===== src/rtl/adc_avg_fifo_pkg.sv =====
// Shared types and width helpers for the ADC block-averaging front end.
package adc_avg_pkg;

  typedef enum logic [1:0] {
    ST_IDLE = 2'd0,
    ST_ACC  = 2'd1,
    ST_EMIT = 2'd2
  } state_t;

  function automatic int acc_w(input int adc_w, input int avg_log2);
    return adc_w + avg_log2;
  endfunction

  function automatic int cnt_w(input int avg_log2);
    return (avg_log2 < 1) ? 1 : avg_log2;
  endfunction

  function automatic int lvl_w(input int depth);
    return $clog2(depth) + 1;
  endfunction

  // Widths for the default configuration (8-bit samples, 4-sample blocks, 4 entries).
  localparam int ACC_W = acc_w(8, 2);
  localparam int CNT_W = cnt_w(2);
  localparam int LVL_W = lvl_w(4);

endpackage


===== src/rtl/adc_avg_fifo_sync.sv =====
// Synchronous first-word-fall-through FIFO; m_data reads as zero while empty.
module adc_sync_fifo
  import adc_avg_pkg::*;
#(
  parameter int WIDTH = 8,
  parameter int DEPTH = 4
) (
  input  logic                      clk,
  input  logic                      rst_n,
  input  logic                      i_push,
  input  logic [WIDTH-1:0]          i_data,
  input  logic                      i_pop,
  output logic [WIDTH-1:0]          o_data,
  output logic                      o_full,
  output logic                      o_empty,
  output logic [lvl_w(DEPTH)-1:0]   o_level
);

  localparam int LvlW = lvl_w(DEPTH);
  localparam int AddrW = LvlW - 1;

  logic [WIDTH-1:0] r_mem [DEPTH];
  logic [LvlW-1:0]  r_wr;
  logic [LvlW-1:0]  r_rd;
  logic [LvlW-1:0]  w_level;
  logic             w_re;
  logic             w_we;

  always_comb begin
    w_level = r_wr - r_rd;
    o_empty = (w_level == '0);
    o_full  = (w_level == LvlW'(DEPTH));
    w_re    = i_pop && !o_empty;
    // A pop frees the slot being written, so a full FIFO still accepts a coincident push.
    w_we    = i_push && (!o_full || w_re);
  end

  always_ff @(posedge clk) begin
    if (!rst_n) begin
      r_wr <= '0;
      r_rd <= '0;
    end else begin
      if (w_we) r_wr <= r_wr + LvlW'(1);
      if (w_re) r_rd <= r_rd + LvlW'(1);
    end
  end

  always_ff @(posedge clk) begin
    if (w_we) r_mem[r_wr[AddrW-1:0]] <= i_data;
  end

  assign o_data  = o_empty ? '0 : r_mem[r_rd[AddrW-1:0]];
  assign o_level = w_level;

endmodule


===== src/rtl/adc_avg_fifo.sv =====
// Averages blocks of 2^AVG_LOG2 ADC samples and queues results in a FWFT FIFO.
// Define ADC_AVG_MINMAX_EN to report per-block min/max on blk_min/blk_max.
module adc_avg_fifo
  import adc_avg_pkg::*;
#(
  parameter int ADC_WIDTH  = 8,
  parameter int AVG_LOG2   = 2,
  parameter int FIFO_DEPTH = 4
) (
  input  logic                          clk,
  input  logic                          rst_n,
  input  logic                          s_eoc,
  input  logic [ADC_WIDTH-1:0]          s_data,
  input  logic                          clr,
  output logic                          m_valid,
  input  logic                          m_ready,
  output logic [ADC_WIDTH-1:0]          m_data,
  output logic [$clog2(FIFO_DEPTH):0]   level,
  output logic                          ovf,
  output logic [ADC_WIDTH-1:0]          blk_min,
  output logic [ADC_WIDTH-1:0]          blk_max
);

  localparam int AccW = acc_w(ADC_WIDTH, AVG_LOG2);
  localparam int CntW = cnt_w(AVG_LOG2);
  localparam logic [CntW-1:0] CntLast = CntW'((1 << AVG_LOG2) - 1);

  state_t               r_state;
  state_t               w_state_nxt;
  logic [AccW-1:0]      r_acc;
  logic [CntW-1:0]      r_cnt;
  logic [ADC_WIDTH-1:0] r_res;
  logic                 r_ovf;
  logic [AccW-1:0]      w_sum;
  logic [CntW-1:0]      w_cnt_cur;
  logic                 w_first;
  logic                 w_last;
  logic                 w_take;
  logic                 w_push;
  logic                 w_pop;
  logic                 w_full;
  logic                 w_empty;

  // Any sample outside ACC opens a new block, so IDLE and EMIT share one path.
  always_comb begin
    w_first   = (r_state != ST_ACC);
    w_cnt_cur = w_first ? '0 : r_cnt;
    w_sum     = (w_first ? '0 : r_acc) + AccW'(s_data);
    w_last    = (w_cnt_cur == CntLast);
    w_take    = s_eoc && !clr;
  end

  always_ff @(posedge clk) begin
    if (!rst_n) r_state <= ST_IDLE;
    else        r_state <= w_state_nxt;
  end

  always_comb begin
    w_state_nxt = r_state;
    if (clr)                     w_state_nxt = ST_IDLE;
    else if (s_eoc)              w_state_nxt = w_last ? ST_EMIT : ST_ACC;
    else if (r_state == ST_EMIT) w_state_nxt = ST_IDLE;
  end

  always_comb begin
    w_push = (r_state == ST_EMIT);
  end

  always_ff @(posedge clk) begin
    if (!rst_n) begin
      r_acc <= '0;
      r_cnt <= '0;
      r_res <= '0;
    end else if (clr) begin
      r_acc <= '0;
      r_cnt <= '0;
    end else if (s_eoc) begin
      if (w_last) begin
        r_acc <= '0;
        r_cnt <= '0;
        r_res <= ADC_WIDTH'(w_sum >> AVG_LOG2);
      end else begin
        r_acc <= w_sum;
        r_cnt <= w_cnt_cur + CntW'(1);
      end
    end
  end

  assign w_pop = m_valid && m_ready;

  always_ff @(posedge clk) begin
    if (!rst_n) r_ovf <= 1'b0;
    else        r_ovf <= (r_ovf && !clr) || (w_push && w_full && !w_pop);
  end

  assign ovf     = r_ovf;
  assign m_valid = !w_empty;

  adc_sync_fifo #(
    .WIDTH (ADC_WIDTH),
    .DEPTH (FIFO_DEPTH)
  ) u_fifo (
    .clk     (clk),
    .rst_n   (rst_n),
    .i_push  (w_push),
    .i_data  (r_res),
    .i_pop   (m_ready),
    .o_data  (m_data),
    .o_full  (w_full),
    .o_empty (w_empty),
    .o_level (level)
  );

`ifdef ADC_AVG_MINMAX_EN
  logic [ADC_WIDTH-1:0] r_run_min;
  logic [ADC_WIDTH-1:0] r_run_max;
  logic [ADC_WIDTH-1:0] r_res_min;
  logic [ADC_WIDTH-1:0] r_res_max;
  logic [ADC_WIDTH-1:0] r_blk_min;
  logic [ADC_WIDTH-1:0] r_blk_max;
  logic [ADC_WIDTH-1:0] w_min_nxt;
  logic [ADC_WIDTH-1:0] w_max_nxt;

  always_comb begin
    w_min_nxt = (w_first || (s_data < r_run_min)) ? s_data : r_run_min;
    w_max_nxt = (w_first || (s_data > r_run_max)) ? s_data : r_run_max;
  end

  // Final extremes are parked with the result so a back-to-back block cannot disturb them.
  always_ff @(posedge clk) begin
    if (!rst_n) begin
      r_run_min <= '0;
      r_run_max <= '0;
      r_res_min <= '0;
      r_res_max <= '0;
      r_blk_min <= '0;
      r_blk_max <= '0;
    end else begin
      if (w_take) begin
        if (w_last) begin
          r_res_min <= w_min_nxt;
          r_res_max <= w_max_nxt;
        end else begin
          r_run_min <= w_min_nxt;
          r_run_max <= w_max_nxt;
        end
      end
      if (w_push) begin
        r_blk_min <= r_res_min;
        r_blk_max <= r_res_max;
      end
    end
  end

  assign blk_min = r_blk_min;
  assign blk_max = r_blk_max;
`else
  logic w_take_unused;
  assign w_take_unused = w_take;
  assign blk_min = '0;
  assign blk_max = '0;
`endif

endmodule


===== config.mk =====
export PLATFORM = sky130hd
export DESIGN_NAME = adc_avg_fifo
export DESIGN_NICKNAME = d
export VERILOG_FILES = /design/src/rtl/adc_avg_fifo_pkg.sv /design/src/rtl/adc_avg_fifo_sync.sv /design/src/rtl/adc_avg_fifo.sv
export SDC_FILE = /design/constraint.sdc
export NUM_CORES = 1
export LEC_CHECK = 0
export BUFFER_PORTS_ARGS = -buffer_cell sky130_fd_sc_hd__buf_2
export CAP_MARGIN = 20
export CELL_PAD_IN_SITES_DETAIL_PLACEMENT = 1
export CELL_PAD_IN_SITES_GLOBAL_PLACEMENT = 1
export CORE_MARGIN = 2
export CORE_UTILIZATION = 49
export CTS_CLUSTER_SIZE = 24
export DETAILED_ROUTE_END_ITERATION = 12
export PLACE_DENSITY = 0.83
export SYNTH_ARGS = -nofsm -noshare
export SYNTH_HDL_FRONTEND = slang
export SYNTH_HIERARCHICAL = 1
export SYNTH_SLANG_ARGS = --single-unit

===== constraint.sdc =====
create_clock -name clk -period 4.4 [get_ports clk]
set_input_delay 0.44 -clock clk [delete_from_list [all_inputs] [get_ports clk]]
set_output_delay 0.44 -clock clk [all_outputs]
set_load 0.02 [all_outputs]

Word level (Yosys, flattened, before mapping) --
Memories as Yosys holds them, arrays and structs flattened. A register that Yosys moved wholly into a read port is not among the register bits. Cells that the tools add are included.
Cells by class: add/sub/neg operators 5, equality and inequality tests 4, muxes and demuxes 12, bitwise logic cells 2, reductions and logical operators 15
Operator list (number):
- $mux W10 | 2
- $mux W2 | 7
- $add A10 B8 Y10 | 1
- $mux W8 | 1
- $add A3 B1 Y3 const B | 2
- $logic_and A1 B1 Y1 | 5
- $eq A2 B2 Y1 const B | 2
- $logic_not A1 Y1 | 4
- $eq A3 B3 Y1 const B | 1
- $logic_not A3 Y1 | 1
- $reduce_and A3 Y1 | 1
- $sub A3 B3 Y3 | 1
- $add A2 B1 Y2 const B | 1
- $logic_or A1 B1 Y1 | 2
- $mux W1 | 2
- $ne A2 B1 Y1 const B | 1
- $not A1 Y1 | 2
- $reduce_bool A2 Y1 | 1
- $reduce_or A2 Y1 | 1
Word-level totals: flip-flop bits (word level) 29, bits in writable memories 32, input port bits 13, logic and storage cells 46, memories 1
Memories:
- u_fifo.r_mem | words 4, width 8, read ports 1, clocked after Yosys merged registers in 1, wr ports 1, RTL line adc_avg_fifo_sync.sv:22 | logic [WIDTH-1:0] r_mem [DEPTH];

Depth between registers and ports, before layout --
Gate-level depths: netlist of run 1.
depth in word-level cells 8, depth in mapped cells 11, mapped depth without buffers 10

Modules after synthesis --
The synthesis of run 1 kept the hierarchy.
Modules (own cells, without submodules):
- adc_sync_fifo | instances 1, cells an instance 104, area an instance 1765.4 um^2, sequential area each 1121.1 um^2
- adc_avg_fifo | instances 1, cells an instance 193, area an instance 1517.7 um^2, sequential area each 460.4 um^2

Least setup slack after synthesis of run 1 --
No wires, ideal clock.
kind register to output, start register u_fifo.r_wr[0], end output m_valid, data arrival time 2.099 ns, required time 3.960 ns, path slack 1.861 ns, stages on the path, launching flop included 7, path buffers 0, path through dfxtp_1 inv_1 ha_1 fa_1 xor3_4 nor2_4 inv_1
On the way: longest elaborated chain between the ends 3
Ends and longest elaborated chain:
- from (decl) | RTL line adc_avg_fifo_sync.sv:23 | logic [LvlW-1:0] r_wr;
- from (signal assigned) | RTL line adc_avg_fifo_sync.sv:43 | if (w_we) r_wr <= r_wr + LvlW'(1);
- $sub A3 B3 Y3 | RTL line adc_avg_fifo_sync.sv:30 | w_level = r_wr - r_rd;
- via level[2] | RTL line adc_avg_fifo.sv:18 | output logic [$clog2(FIFO_DEPTH):0] level,
- $logic_not A3 Y1 | RTL line adc_avg_fifo_sync.sv:31 | o_empty = (w_level == '0);
- via w_empty | RTL line adc_avg_fifo.sv:42 | logic w_empty;
- $logic_not A1 Y1 | RTL line adc_avg_fifo.sv:97 | assign m_valid = !w_empty;
- to (decl) | RTL line adc_avg_fifo.sv:15 | output logic m_valid,
The timed path passes the listed nets, and every way through them passes these cells.

Worst setup path after layout of run 1 --
start register u_fifo.r_wr[0], end output m_valid
On the way: longest elaborated chain between the ends 3
Ends and longest elaborated chain (RTL line):
- $sub A3 B3 Y3 | adc_avg_fifo_sync.sv:30
- $logic_not A3 Y1 | adc_avg_fifo_sync.sv:31
- via w_empty | adc_avg_fifo.sv:42
- $logic_not A1 Y1 | adc_avg_fifo.sv:97
The timed path passes the listed nets, and every way through them passes these cells.

==> impl_metrics.ini, run 1 <==
[logic_synthesis]
synth-seq-area-share_pct = 48.2
synth_top_family_by_area = simple AND/OR/NAND/NOR gates
ys_ff_latch = 63
synth-xor-area-share_pct = 1.64
syn-cell-area_um2 = 3280
yosys.area.top_type = edfxtp_1
postSynthAreaPerCell_um2 = 11.1
async_reset_ff_share_pct = 0
synth_compound_area_share_pct = 10.7
synthTopCellsByArea = edfxtp_1 (29%), dfxtp_1 (19%), ha_1 (5.7%), mux4_2 (5.5%), buf_4 (3.7%)
synth_top_area_share_pct = 29.3
synth_cell_types = 53
synth_ff_type = edfxtp_1
yosys_warnings = 6
synth-edff-count = 32
yosys-mux-area-fraction_pct = 7.93
synthAdderAreaFrac_pct = 6.94
synthCells = 297
synthSimpleGateAreaFrac_pct = 18.1

[timing]
drv_slew = 0
relSlewSlack_pct = 36.3
tightest_slew_ns = 0.955
fmax_ghz = 0.319
holdWs_ns = 0.452
finalHoldViolCount = 0
timing.setup.tns_ns = 0
fin_crit_ns = 3.13
fin_crit_sh_pct = 71.2
grt_setup_unrepaired = false
finClkSkew_ns = 0.0110
setup_viol = 0

[global_routing]
globalRouteOverflowTotal = 0
grt_pass1_wl_um = 11200
grt_start_max_net_pins = 21
antenna_found_initial = 0
first_global_vias = 2203
grt_util_all_layers_pct = 19.8

[floorplanning]
die_w_um = 85.9
fp.coreArea_um2 = 6420
core.rowCount = 29
dieArea_um2 = 7370
io_pins = 42
die_y_um = 85.9
initial_core_util_pct = 51.1

[clock_network]
cts_buffers = 9
clockBufferDepth = 2
numClockSinks = 63
cts.clk_slew.worst_paths_ns = 0.07
cts_hold_buf = 0
post_cts_buffers = 0
cts_tree = yes
cts_resized = 0
cts_root_buf = clkbuf_8
worstSkewPairLatency_ns = 0.34
htree_levels = 3

[critical_path]
required_ns = 3.96
cp-start-kind = flop
crit_path_max_fanout = 9
cp-end-kind = output pin
path_class = flop to output pin
critPathArrivalTime_ns = 2.69
r2r_cells = 5

[flow_run]
cap_violations = 0

[final_layout]
fill_cells = 722
nets = 351
drive_gt1_share_pct = 20.6
diodes = 0
area_growth_pct = 8.65

[run_status]
run_status = finished with violations
violations = design-rule violations

[place]
routabilityCongestion = 0.758
port_buffers = 25
hpwl_um = 4970

[detailed_routing]
wl_per_cell_um = 16.7
drtAntennaViolNets = 0
drt_iter0_drc = 62
finalWirelength_um = 6720
route.met3.wl_um = 151
highest_layer = met4
drt-pass1-iter-count = 8
drc = 2
vias_per_cell = 5.48
via_count = 2209
met2_length_um = 3300
met1Wirelength_um = 3180

[worst_hold_path]
hold_depth = 3
min_path_type = input pin to flop

[pwr]
p_leak_nw = 1.41
vdd_drop_max_mv = 0.211
powerDensity_nw_per_um2 = 461
per-stage QoR:
step	area, µm²	std cells	utilization (%)	total power [mW]	worst slack, ns
finish	3570	403	55.5	1.64	1.27
global route	3570	403	55.5	1.73	1.13
CTS	3570	403	55.5	1.67	1.23
detailed placement	3390	387	52.9	1.22	1.49
global placement	3390	387	52.9	1.21	1.62
floorplan	3340	312	-	1.08	1.86
cell type report:
| type | instances | area (µm²) | share of cell area, % |
|---|---|---|---|
| clock buffers | 9 | 124 | 3.47 |
| clock inverters | 7 | 48.8 | 1.37 |
| inverters | 11 | 41.3 | 1.16 |
| multi-input cells | 211 | 1550 | 43.5 |
| flip-flops and latches | 63 | 1580 | 44.3 |
| well taps | 77 | 96.3 | 2.70 |
| repair buffers | 25 | 125 | 3.51 |
cells in the mapped netlist, types with 2 or more instances:
cell type  number
buf_4          16
and3_1          2
nor2b_1         9
fa_1            2
buf_2           3
nand3b_1        2
mux4_2          8
a21oi_1        18
and2_1         12
or3_1           3
inv_1          11
nand2b_1        4
o21ai_0        10
dfxtp_1        31
o211ai_1        3
nor2b_2         8
a31oi_1         2
nand3_1        15
ha_1           15
mux2i_1         8
nor2_1         13
a32oi_1         2
nand2_1        27
a21o_1          4
nor3_1          4
edfxtp_1       32
clkbuf_1        6
xnor2_1         2
state kept, by name, indices dropped and copies added (netlist names), named ones only:
| register | cells |
|---|---|
| r_acc | 10 |
| u_fifo/r_mem | 32 |
| u_fifo/r_wr | 3 |
| r_state | 2 |
| r_cnt | 2 |
| ovf | 1 |
| r_res | 8 |
| u_fifo/r_rd | 3 |
critical path, cell delays in order, from the launching register on:
cell	delay, ns
dfxtp_1	0.39
inv_1	0.12
ha_1	0.22
fa_1	0.42
xor3_4	0.56
nor2_4	0.34
inv_1	0.13
buf_2	0.18
final timing paths:
path         slack, ns                  to            from
min reg2reg       0.46            r_cnt[0]        r_cnt[0]
max               1.27             m_valid  u_fifo/r_wr[0]
max reg2reg       1.54  u_fifo/r_mem[3][3]  u_fifo/r_wr[0]
min               0.45      u_fifo/r_rd[2]         m_ready
report_power, final:
part	switching (mW)	internal, mW
registers	0.0292	0.625
clock network	0.238	0.205
logic	0.344	0.203
total	0.611	1.03
cells by family (layout without fill, tap and decap cells):
family                   after synthesis  in the layout
buffers and inverters                 38             52
adder cells (fa/ha/maj)               17             17
AO/OA/AOI/OAI                         50             50
XOR/XNOR                               4              4
other                                  1             16
multiplexers                          16             16
flip-flops                            63             63
AND/OR/NAND/NOR                      108            108
routing by layer:
layer / GRT usage, % / vias up
met5: 0 / -
met4: 7.65 / 0
met3: 4.04 / 8
met2: 32.2 / 34
met1: 26.2 / 1083
li1: - / 1084
cells in the final DEF, fill, tap and decap left out, types with 2 or more instances in the layout:
master and instances:
a21o_1 4, a21oi_1 18, a31oi_1 2, a32oi_1 2, and2_1 12, and3_1 2, buf_2 25, clkbuf_8 9
clkinv_2 3, clkinv_4 2, conb_1 16, dfxtp_1 31, edfxtp_1 32, fa_1 2, ha_1 15, inv_1 11
mux2i_1 8, mux4_2 8, nand2_1 27, nand2b_1 4, nand3_1 15, nand3b_1 2, nor2_1 13, nor2b_1 9
nor2b_2 8, nor3_1 4, o211ai_1 3, o21ai_0 10, or3_1 3, xnor2_1 2
Power figures use the tool's default switching activity.
==> inputs of run 2 (changes only) <==
--- a/config.mk
+++ b/config.mk
@@ -5,15 +5,16 @@
 export SDC_FILE = /design/constraint.sdc
 export NUM_CORES = 1
 export LEC_CHECK = 0
+export ABC_AREA = 1
 export BUFFER_PORTS_ARGS = -buffer_cell sky130_fd_sc_hd__buf_2
 export CAP_MARGIN = 20
 export CELL_PAD_IN_SITES_DETAIL_PLACEMENT = 1
 export CELL_PAD_IN_SITES_GLOBAL_PLACEMENT = 1
 export CORE_MARGIN = 2
-export CORE_UTILIZATION = 49
+export CORE_UTILIZATION = 43
 export CTS_CLUSTER_SIZE = 24
 export DETAILED_ROUTE_END_ITERATION = 12
-export PLACE_DENSITY = 0.83
+export PLACE_DENSITY = 0.78
 export SYNTH_ARGS = -nofsm -noshare
 export SYNTH_HDL_FRONTEND = slang
 export SYNTH_HIERARCHICAL = 1
==> constraint.sdc (replaced) <==
create_clock -name clk -period 3 [get_ports clk]
set_input_delay 0.3 -clock clk [delete_from_list [all_inputs] [get_ports clk]]
set_output_delay 0.3 -clock clk [all_outputs]
set_load 0.02 [all_outputs]
==> run 2 against run 1 <==
Effect of this change: the run now ends clean; clock skew is essentially flat; clock power grew 40%; first-iteration DRC count increased by 4.8%; synthesized area is 2.1% higher; sequential share of layout area shrank 1.3 points; die area increased by 16%; non-clock buffer count is the same; via count is 14% higher; highest routed layer unchanged.
==> impl_metrics.ini, run 2 <==
[critical_path]
crit_path_max_fanout = 10
path_class = flop to output pin
required_ns = 2.70
critPathArrivalTime_ns = 2.29
cp-end-kind = output pin
cp-start-kind = flop

[detailed_routing]
finalWirelength_um = 7080
drt-pass1-iter-count = 4
vias_per_cell = 4.68
route.met3.wl_um = 161
drc = 0
wl_per_cell_um = 13.2
via_count = 2510
drt_iter0_drc = 65
highest_layer = met4
met1Wirelength_um = 3340
met2_length_um = 3480
drtAntennaViolNets = 0

[floorplanning]
die_w_um = 92.3
die_y_um = 92.3
dieArea_um2 = 8510
fp.coreArea_um2 = 7650
core.rowCount = 32
io_pins = 42
initial_core_util_pct = 43.8

[global_routing]
globalRouteOverflowTotal = 0
grt_util_all_layers_pct = 18.3
grt_start_max_net_pins = 18
first_global_vias = 2581
grt_pass1_wl_um = 12200
antenna_found_initial = 0

[run_status]
run_status = finished clean

[place]
hpwl_um = 5580
port_buffers = 25
placed_area_um2 = 3510
dp_cells = 520
routabilityCongestion = 0.786

[timing]
finalHoldViolCount = 0
fin_crit_ns = 2.59
drv_slew = 0
relSlewSlack_pct = 52.2
grt_setup_unrepaired = false
setup_viol = 0
timing.setup.tns_ns = 0
finClkSkew_ns = 0.0111
fin_crit_sh_pct = 86.2
tightest_slew_ns = 0.714
fmax_ghz = 0.387

[clock_network]
htree_levels = 3
post_cts_buffers = 0
numClockSinks = 63
cts_root_buf = clkbuf_8
cts_hold_buf = 0
cts.clk_slew.worst_paths_ns = 0.07
clockBufferDepth = 2
cts_tree = yes
worstSkewPairLatency_ns = 0.34
cts_buffers = 9
cts_resized = 0

[final_layout]
drive_gt1_share_pct = 15.4
instances_no_fill = 536
fill_cells = 961
final_cell_mix = nand2_1 (73), nor2_1 (72), inv_1 (59)
largest_reg_flops = 32
regArea_um2 = 1580
diodes = 0
area_growth_pct = 9.56
nets = 459
final_cell_area_um2 = 3670
final_common_cell = nand2_1
multiInputGateArea_um2 = 1430

[logic_synthesis]
synthCells = 400
synth-seq-area-share_pct = 47.2
synth_cell_types = 30
syn-cell-area_um2 = 3350
synth_ff_type = edfxtp_1
synthTopCellsByArea = edfxtp_1 (29%), dfxtp_1 (19%), nand2_1 (8.2%), nor2_1 (8.1%), inv_1 (6.6%)
ys_ff_latch = 63
postSynthAreaPerCell_um2 = 8.38
synth_top_area_share_pct = 28.7
yosysMostFrequentCell = nand2_1
synth-edff-count = 32
async_reset_ff_share_pct = 0
yosys_warnings = 6
yosys-top-cells-count = nand2_1 (73), nor2_1 (72), inv_1 (59)
yosys.area.top_type = edfxtp_1

[worst_hold_path]
min_path_type = input pin to flop

[pwr]
powerDensity_nw_per_um2 = 671
seqPwrFrac_pct = 39.8
power_switching_share_pct = 38.9
vdd_drop_max_mv = 0.213
p_comb_share_pct = 35.0
switchingPower_mw = 0.959
p_leak_nw = 1.70
p_clk_share_pct = 25.2
p_int_mw = 1.50

[flow_run]
cap_violations = 0
## run 2: cell count changes after synthesis, moves of 9 or more
cell,before,now
nor2_1,13,72
inv_1,11,59
nand2_1,27,73
and2_1,12,0
nor2b_1,9,0
## run 2: per-stage QoR
stage	total power [mW]	setup WS [ns]	utilization (%)	hold slack, ns
floorplan	1.66	0.787	-	0.421
global placement	1.85	0.625	45.9	0.453
detailed placement	1.87	0.447	45.9	0.456
CTS	2.50	0.372	48.0	0.231
global route	2.62	0.270	48.0	0.260
finish	2.46	0.414	48.0	0.246
## run 2: cell type report
type,instances,area share (%)
Timing Repair Buffer,25,3.41
Clock buffer,9,3.37
Inverter,65,6.65
Sequential cell,63,43.1
Tap cell,102,3.48
Clock inverter,7,1.09
Multi-Input combinational cell,265,38.9
## run 2: logic make-up (layout without fill, tap and decap cells)
group,count (synthesis),in the layout,share of synthesized area [%]
other cells,1,16,0.112
simple gates,178,178,23.8
buf+inv,87,106,11.8
compound gates,47,47,8.44
xor+xnor,7,7,1.83
flops,63,63,47.2
fa+ha+maj,17,17,6.80
## run 2: critical path, stage by stage (launching register included)
cell	delay, ns
dfxtp_1	0.41
inv_1	0.11
ha_1	0.22
fa_1	0.50
nand2_1	0.07
inv_1	0.15
nand3_4	0.17
nand2_1	0.12
inv_1	0.04
buf_2	0.15
## run 2: final timing paths
| kind | startpoint | endpoint | slack (ns) | depth (start not counted) |
|---|---|---|---|---|
| max | u_fifo/r_wr[0] | m_data[4] | 0.41 | 9 |
| min | rst_n | u_fifo/r_wr[1] | 0.25 | 3 |
| min reg2reg | r_acc[2] | r_acc[2] | 0.47 | 2 |
| max reg2reg | u_fifo/r_wr[0] | u_fifo/r_mem[0][2] | 0.46 | 8 |
## run 2: per-layer routing
metal	vias to the layer above	track usage (%)
li1	1291	-
met1	1180	23.0
met2	31	31.1
met3	8	3.29
met4	0	7.46
met5	-	0
## run 2: power groups by stage
| stage | clock [mW] | sequential, mW | combinational (mW) |
|---|---|---|---|
| after CTS | 0.642 | 0.981 | 0.876 |
| after floorplan | 0 | 0.963 | 0.697 |
| after global routing | 0.676 | 0.988 | 0.954 |
| after global placement | 0 | 1.00 | 0.850 |
| final | 0.622 | 0.980 | 0.861 |
| after detailed placement | 0 | 1.00 | 0.874 |
